$ cat src/rtl/serial_negate_arbiter_pkg.sv
// Shared types and constants for the serial negation arbiter.
// Holds the controller state encoding, default sizes, and the most-negative word pattern.
package serial_negate_arbiter_pkg;

    typedef enum logic [1:0] {
        IDLE  = 2'd0,
        SHIFT = 2'd1,
        FLUSH = 2'd2,
        DONE  = 2'd3
    } state_t;

    localparam int DEF_W     = 8;
    localparam int DEF_N_REQ = 2;

    // Pattern 1 followed by width-1 zeros; callers truncate to their width.
    function automatic logic [63:0] most_negative(input int width);
        return 64'(1) << (width - 1);
    endfunction

endpackage

$ cat src/rtl/serial_negate_arbiter_core.sv
// Bit-serial two's-complement negation core, LSB first.
// Output bit = a XOR seen-a-one; the seen flag is cleared synchronously by clr.
module serial_tc_core (
    input  logic clk,
    input  logic rst,
    input  logic clr,
    input  logic en,
    input  logic a,
    output logic s
);

    logic seen_reg;

    always_ff @(posedge clk or posedge rst) begin
        if (rst) begin
            s        <= 1'b0;
            seen_reg <= 1'b0;
        end else if (clr) begin
            s        <= 1'b0;
            seen_reg <= 1'b0;
        end else if (en) begin
            s        <= a ^ seen_reg;
            seen_reg <= seen_reg | a;
        end
    end

endmodule

$ cat src/rtl/serial_negate_arbiter.sv
// Round-robin arbiter sharing one serial negation core between N_REQ word producers.
// Each accepted word is streamed LSB-first through the core and reassembled for output.
module serial_negate_arbiter
    import serial_negate_arbiter_pkg::*;
#(
    parameter int W     = DEF_W,
    parameter int N_REQ = DEF_N_REQ,
    localparam int IDW  = $clog2(N_REQ)
) (
    input  logic               clk,
    input  logic               rst,
    input  logic [N_REQ-1:0]   req_valid,
    input  logic [N_REQ*W-1:0] req_data,
    output logic [N_REQ-1:0]   req_ready,
    output logic               res_valid,
    output logic [W-1:0]       res_data,
    output logic [IDW-1:0]     res_id,
    output logic               res_ovf,
    input  logic               res_ready,
    output logic               busy
);

    localparam int CW = $clog2(W);
    localparam logic [W-1:0] MOST_NEG = W'(most_negative(W));

    state_t         state_reg, state_next;
    logic [IDW-1:0] ptr_reg;
    logic [IDW-1:0] id_reg;
    logic [CW-1:0]  cnt_reg;
    logic [W-1:0]   shift_reg;
    logic [W-1:0]   result_reg;
    logic           ovf_reg;

    logic [W-1:0]   req_word [N_REQ];
    logic           grant_found;
    logic [IDW-1:0] grant_idx;
    logic [IDW-1:0] cand;
    logic           accept;
    logic           last_bit;
    logic           core_clr;
    logic           core_en;
    logic           core_out;

    genvar gi;
    generate
        for (gi = 0; gi < N_REQ; gi++) begin : g_req
            assign req_word[gi]  = req_data[gi*W +: W];
            assign req_ready[gi] = (state_reg == IDLE) && grant_found && (grant_idx == IDW'(gi));
        end
    endgenerate

    // Search upward from the requester after the last winner, wrapping around.
    always_comb begin
        grant_found = 1'b0;
        grant_idx   = '0;
        cand        = '0;
        for (int k = 1; k <= N_REQ; k++) begin
            cand = IDW'((int'(ptr_reg) + k) % N_REQ);
            if (!grant_found && req_valid[cand]) begin
                grant_found = 1'b1;
                grant_idx   = cand;
            end
        end
    end

    assign accept   = (state_reg == IDLE) && grant_found;
    assign last_bit = (cnt_reg == CW'(W - 1));

    always_ff @(posedge clk or posedge rst) begin
        if (rst) begin
            state_reg <= IDLE;
        end else begin
            state_reg <= state_next;
        end
    end

    always_comb begin
        state_next = state_reg;
        res_valid  = 1'b0;
        busy       = 1'b1;
        core_clr   = 1'b0;
        core_en    = 1'b0;
        case (state_reg)
            IDLE: begin
                busy     = 1'b0;
                core_clr = 1'b1;
                if (accept) state_next = SHIFT;
            end
            SHIFT: begin
                core_en = 1'b1;
                if (last_bit) state_next = FLUSH;
            end
            FLUSH: state_next = DONE;
            DONE: begin
                res_valid = 1'b1;
                if (res_ready) state_next = IDLE;
            end
            default: state_next = IDLE;
        endcase
    end

    // Core output lags its input by one edge, so result capture starts at cnt=1 and ends in FLUSH.
    always_ff @(posedge clk or posedge rst) begin
        if (rst) begin
            ptr_reg    <= IDW'(N_REQ - 1);
            id_reg     <= '0;
            cnt_reg    <= '0;
            shift_reg  <= '0;
            result_reg <= '0;
            ovf_reg    <= 1'b0;
        end else begin
            case (state_reg)
                IDLE: begin
                    if (accept) begin
                        shift_reg <= req_word[grant_idx];
                        id_reg    <= grant_idx;
                        ptr_reg   <= grant_idx;
                        cnt_reg   <= '0;
                        ovf_reg   <= (req_word[grant_idx] == MOST_NEG);
                    end
                end
                SHIFT: begin
                    shift_reg <= shift_reg >> 1;
                    cnt_reg   <= cnt_reg + CW'(1);
                    if (cnt_reg != '0) result_reg <= {core_out, result_reg[W-1:1]};
                end
                FLUSH: result_reg <= {core_out, result_reg[W-1:1]};
                default: ;
            endcase
        end
    end

    serial_tc_core u_core (
        .clk (clk),
        .rst (rst),
        .clr (core_clr),
        .en  (core_en),
        .a   (shift_reg[0]),
        .s   (core_out)
    );

    assign res_data = result_reg;
    assign res_id   = id_reg;
    assign res_ovf  = ovf_reg && res_valid;

endmodule

$ cat config.mk
export PLATFORM = sky130hd
export DESIGN_NAME = serial_negate_arbiter
export DESIGN_NICKNAME = d
export VERILOG_FILES = /design/src/rtl/serial_negate_arbiter_pkg.sv /design/src/rtl/serial_negate_arbiter_core.sv /design/src/rtl/serial_negate_arbiter.sv
export SDC_FILE = /design/constraint.sdc
export NUM_CORES = 1
export LEC_CHECK = 0
export CORE_MARGIN = 10
export CORE_UTILIZATION = 52
export DETAILED_ROUTE_END_ITERATION = 10
export PLACE_DENSITY = 0.84
export SYNTH_ARGS = -nofsm -noshare
export SYNTH_HDL_FRONTEND = slang
export SYNTH_SLANG_ARGS = --single-unit
$ cat constraint.sdc
create_clock -name clk -period 3.9 [get_ports clk]
set_input_delay 0.78 -clock clk [delete_from_list [all_inputs] [get_ports clk]]
set_output_delay 0.78 -clock clk [all_outputs]
set_load 0.01 [all_outputs]
==> run metrics, run 1 <==
Post-CTS Resized=0; Fin. Hold Viols=0; CP arrival=2.38 ns; Crit Path Category=input pin to output port; slowest CP cell=clkdlybuf4s50_1; hold buffers post-CTS=0; worst-case clock buffer depth=2; synthesized flop and latch total=26; share of cells above drive strength 1=17.9%; Area Overhead vs Synth=25.7%; Setup violations, final=0; Slew HR=35.5%; Die W=roughly 72 um; clock skew=roughly 0.0075 ns; Yosys top cell area share=a little over two fifths; yosys warns=0; Leakage Power=between 0.8 and 0.9 nW; fmax=316 MHz; post-CTS setup buffers=0; largest area contributor in the netlist=dfrtp_1; Post-layout nets=193; Setup WS post-layout=between 0.7 and 0.8 ns; drc violations=0; final worst path period share=81.1%; number of enable flip-flop cells after synthesis=0; Clock Pin Slew Worst Setup and Hold Paths=0.13 ns; CP Cell Sequence=clkdlybuf4s50_1 > a21boi_2 > buf_4 > and2_2 > clkdlybuf4s50_1; syn_area_per_cell=11.1 um^2; power density cells=689 nW/um^2; pre-CTS setup slack=0.736 ns; n_diodes=0; # rows=18; Routed WL=between 2 and 3 mm; Tot GR Track Use=11.9%; mapped cell area=1420 um^2; top-count cell post-synth=dfrtp_1; CTS H-tree depth=1; Avg Vias per Cell=5.40; Syn Nets=158; drt pass-1 iters=4; register area share after synthesis=between 40% and 50%; total die area=5230 um^2; Synth async-reset ratio=100%; maximum number of pins on one net before global-route repair=27; TNS Setup=0 ns; DR vias=1037; Post-DRT Antenna Nets=0; Buf/Inv on CP=3; RSZ-0062 raised after global routing=false; core area=between 2000 and 3000 um^2; hold crit path type=flop to flop; vias in the first global route=1142; Worst Hold Depth=2; hpwl dp=between 2 and 2.5 mm; grt ovf=0; crit-path max FO=11; crit path capture type=output port; Max Cap Viol=0; commonest register cell after synthesis=dfrtp_1; Final min period=3.16 ns; clk sinks=26; Worst Reg-to-Reg Cells=5; fin. max-slew vios=0; PortBufs=34; Pwr Total=~1.2 mW; critical path's top delay family=buffers and inverters; RePlAce Congestion=0.717; first-pass GRT wire length=roughly 5.2 mm; CP required=3.12 ns; I/O Pins=35; Max VDD drop=571 uV; cts bufs inserted=3; Worst path depth=5; Commonest cells post-synth=dfrtp_1 (25), mux2_2 (15), nand2_1 (15), o21ai_0 (11), inv_1 (10); Starting Density=55.9%; Initial DRC Count=17; most used cell, CP=clkdlybuf4s50_1; crit start category=input pin; Util after Layout=between 70% and 80%; CP max stage delay=~0.55 ns; height of the chip=72.3 um; ranking of synthesized cells by area=dfrtp_1 (44%), mux2_2 (12%), ha_1 (7.9%); initial antenna violation count=0; CTS tree=done; status=complete, no violations; worst skew pair latency=0.32 ns; post-synth cell types=31; per-cell routed wire length=roughly 16 um; Post-Syn Instances=128; Root Buffer=clkbuf_4; Worst Tran Pin Value=0.967 ns
==> worst paths after layout <==
| path | from | end | slack (ns) |
|---|---|---|---|
| worst max register to register | state_reg[0] | shift_reg[1] | 1.85 |
| worst min-delay path | shift_reg[6] | shift_reg[6] | 0.50 |
| worst min register to register | shift_reg[6] | shift_reg[6] | 0.50 |
| min in group asynchronous | rst | res_data[3] | 0.97 |
| max in group asynchronous | rst | shift_reg[0] | 2.34 |
| worst max-delay path | req_valid[1] | req_ready[1] | 0.74 |
==> power by group <==
part	internal (mW)	leakage, nW	switching [mW]	total [mW]
Combinational	0.324	0.477	0.334	0.659
Clock	0.0401	0.0150	0.0770	0.117
Sequential	0.387	0.333	0.0697	0.456
==> cell type report <==
class | count | area [um^2]
fill | 201 | 757
multi-input combinational | 86 | 683
sequential | 26 | 652
timing repair buffer | 35 | 348
inverter | 11 | 41.3
tap | 30 | 37.5
clock buffer | 4 | 26.3
==> worst register-to-register path, stage by stage (launching register included) <==
cell and delay, ns:
dfrtp_1 0.44, inv_1 0.13, ha_1 0.44, or3b_1 0.52, o21ai_4 0.23, o21ai_0 0.17
==> cells by family after synthesis <==
logic type	share of synthesized area (%)
AOI/OAI and AO/OA	12.1
adders and majority gates	7.92
buffers and inverters	6.16
DFF	45.8
muxes	18.2
and+or+nand+nor	9.76
==> per-stage QoR <==
| stage | hold slack [ns] | std cells | instance area, um^2 |
|---|---|---|---|
| global route | 0.524 | 192 | 1790 |
| floorplan | 0.442 | 128 | 1420 |
| global placement | 0.463 | 188 | 1760 |
| finish | 0.498 | 192 | 1790 |
| detailed placement | 0.465 | 188 | 1760 |
| CTS | 0.494 | 192 | 1790 |
==> placed cells by master (no fill, tap or decap), types with 2 or more instances in the layout <==
master,instances
a21oi_1,2
a32o_1,2
clkbuf_4,3
clkdlybuf4s50_1,34
dfrtp_1,25
ha_1,9
inv_1,10
mux2_2,15
mux2i_1,9
nand2_1,15
nor2_1,3
nor3_1,2
o21ai_0,11
o21ai_2,4
==> layer usage <==
| layer | up-vias | track usage [%] | wire, um |
|---|---|---|---|
| met4 | 0 | 3.23 | 26 |
| li1 | 515 | - | - |
| met1 | 489 | 13.3 | 1310 |
| met5 | - | 0 | 0 |
| met2 | 31 | 20.4 | 1370 |
| met3 | 2 | 4.63 | 276 |
(Power assumes the default switching activity.)
==> run 2, diff against run 1 <==
--- a/config.mk
+++ b/config.mk
@@ -6,9 +6,9 @@
 export NUM_CORES = 1
 export LEC_CHECK = 0
 export CORE_MARGIN = 10
-export CORE_UTILIZATION = 52
+export CORE_UTILIZATION = 44
 export DETAILED_ROUTE_END_ITERATION = 10
-export PLACE_DENSITY = 0.84
+export PLACE_DENSITY = 0.75
 export SYNTH_ARGS = -nofsm -noshare
 export SYNTH_HDL_FRONTEND = slang
 export SYNTH_SLANG_ARGS = --single-unit
==> constraint.sdc (replaced) <==
create_clock -name clk -period 2.9 [get_ports clk]
set_input_delay 0.58 -clock clk [delete_from_list [all_inputs] [get_ports clk]]
set_output_delay 0.58 -clock clk [all_outputs]
set_load 0.01 [all_outputs]
==> run 2 against run 1 <==
Compared with the run above: global-route usage down 0.72 points; power up 42%; non-clock buffer count up 1; flip-flop and latch count unchanged; cell count up 7.8%; clock power up 120%; routed wire length up 2.3%; largest cell class unchanged; largest power group unchanged; highest routed layer unchanged.
==> run metrics, run 2 (synthesis gave the netlist of run 1 again) <==
Final Cell Area=1840 um^2 (was 1790 um^2); TNS Setup=0 ns (unchanged); Routed WL=3.05 mm (was 2.98 mm); Clock Pin Slew Worst Setup and Hold Paths=0.15 ns (was 0.13 ns); Area Overhead vs Synth=29.5% (was 25.7%); Avg Vias per Cell=5.05 (was 5.40); crit start category=flop (was input pin); worst skew pair latency=0.34 ns (was 0.32 ns); status=complete, no violations (unchanged); share of cells above drive strength 1=19.6% (was 17.9%); worst-case clock buffer depth=2 (unchanged); CTS H-tree depth=1 (unchanged); Setup WS post-layout=0.256 ns (was 0.737 ns); Worst Tran Pin Value=0.510 ns (was 0.967 ns); Post-CTS Resized=0 (unchanged); Initial DRC Count=44 (was 17); Fin. Hold Viols=0 (unchanged); Max Cap Viol=0 (unchanged); Root Buffer=clkbuf_4 (unchanged); Max VDD drop=592 uV (was 571 uV); RePlAce Congestion=0.717 (about the same); fmax=378 MHz; FILL cells=268 (was 201); power density cells=950 nW/um^2 (was 689 nW/um^2); Slew HR=66.0% (was 35.5%); crit path capture type=output port (unchanged); hold crit path type=flop to flop (unchanged); Starting Density=46.2% (was 55.9%); drt pass-1 iters=4 (unchanged); RSZ-0062 raised after global routing=false (unchanged); PortBufs=34 (unchanged); Setup violations, final=0 (unchanged); post-CTS setup buffers=0 (unchanged); clk sinks=26 (unchanged); fin. max-slew vios=0 (unchanged); grt ovf=0 (unchanged); Post-layout nets=194 (was 193); Util after Layout=59.8% (was 70.3%); most frequent cells in the layout=clkdlybuf4s50_1 (34), dfrtp_1 (25), mux2_2 (15), nand2_1 (15), o21ai_0 (11) (unchanged); placed cell area=1790 um^2 (was 1760 um^2); cts bufs inserted=3 (unchanged); pre-CTS setup slack=0.278 ns (was 0.736 ns); initial antenna violation count=0 (unchanged); hold buffers post-CTS=0 (unchanged); core area=3080 um^2 (was 2540 um^2); Final min period=2.64 ns; total die area=5910 um^2 (was 5230 um^2); height of the chip=76.9 um (was 72.3 um); hpwl dp=2.37 mm (was 2.36 mm); DR vias=1046 (was 1037); CP required=2.32 ns (was 3.12 ns); Die W=76.9 um (was 72.3 um); final hold slack=0.495 ns (was 0.498 ns); n_diodes=0 (unchanged); drc violations=0 (unchanged); Crit Path Category=flop to output port (was input pin to output port); I/O Pins=35 (unchanged); CP arrival=2.06 ns (was 2.38 ns); per-cell routed wire length=14.7 um (was 15.5 um); vias in the first global route=1118 (was 1142); first-pass GRT wire length=5.48 mm (was 5.22 mm); final worst path period share=91.2%; maximum number of pins on one net before global-route repair=27 (unchanged); commonest non-fill, non-tap cell in the layout=clkdlybuf4s50_1 (unchanged); CTS tree=done (unchanged); clock skew=0.0103 ns (was 0.00750 ns); Post-DRT Antenna Nets=0 (unchanged); crit-path max FO=10 (was 11); dpl cells=203 (was 188); Tot GR Track Use=11.2% (was 11.9%); Pwr Total=1.75 mW (was 1.23 mW); Leakage Power=0.841 nW (was 0.825 nW); final std cells w/o fill=207 (was 192); # rows=20 (was 18)
-- run 2: cell types whose count changed in the layout (fill, tap and decap cells not counted) --
cell | before | now
ha_2 | 0 | 1
ha_1 | 9 | 8
bufinv_16 | 0 | 1
clkbuf_1 | 1 | 0
buf_4 | 1 | 2
-- run 2: where the power goes --
| group | internal (mW) | switching (mW) | leakage (nW) |
|---|---|---|---|
| combinational | 0.438 | 0.447 | 0.480 |
| sequential | 0.520 | 0.0916 | 0.333 |
| clock | 0.140 | 0.113 | 0.0279 |
-- run 2: final timing paths --
| path | from | end | slack, ns | cells after the start |
|---|---|---|---|---|
| max reg2reg | state_reg[0] | shift_reg[5] | 0.95 | 5 |
| min reg2reg | shift_reg[6] | shift_reg[6] | 0.49 | 2 |
| min | shift_reg[6] | shift_reg[6] | 0.49 | 2 |
| max | state_reg[0] | req_ready[0] | 0.26 | 5 |
| max in group asynchronous | rst | ptr_reg | 2.04 | 3 |
| min in group asynchronous | rst | res_data[6] | 0.56 | 3 |
-- run 2: metal layers --
layer,track usage [%],part of all wire [%],vias to the layer above
met5,0,0,-
met4,4.46,1.5,0
met3,3.38,5.8,5
met2,17.6,46,33
met1,13.8,47,493
li1,-,-,515
-- run 2: cell type report --
cell class / count / area, um^2 / share of cell area (%)
inverters: 11 / 41.3 / 2.24
multi-input cells: 86 / 686 / 37.2
clock buffers: 3 / 22.5 / 1.22
repair buffers: 36 / 355 / 19.3
clock inverters: 1 / 30.0 / 1.63
flip-flops and latches: 26 / 652 / 35.4
well taps: 44 / 55.1 / 2.99
-- run 2: critical path: stages, from the launching register on --
cell             delay, ns
dfrtp_1               0.43
inv_1                 0.13
ha_2                  0.32
nand2_1               0.10
a21oi_1               0.18
clkdlybuf4s50_1       0.57
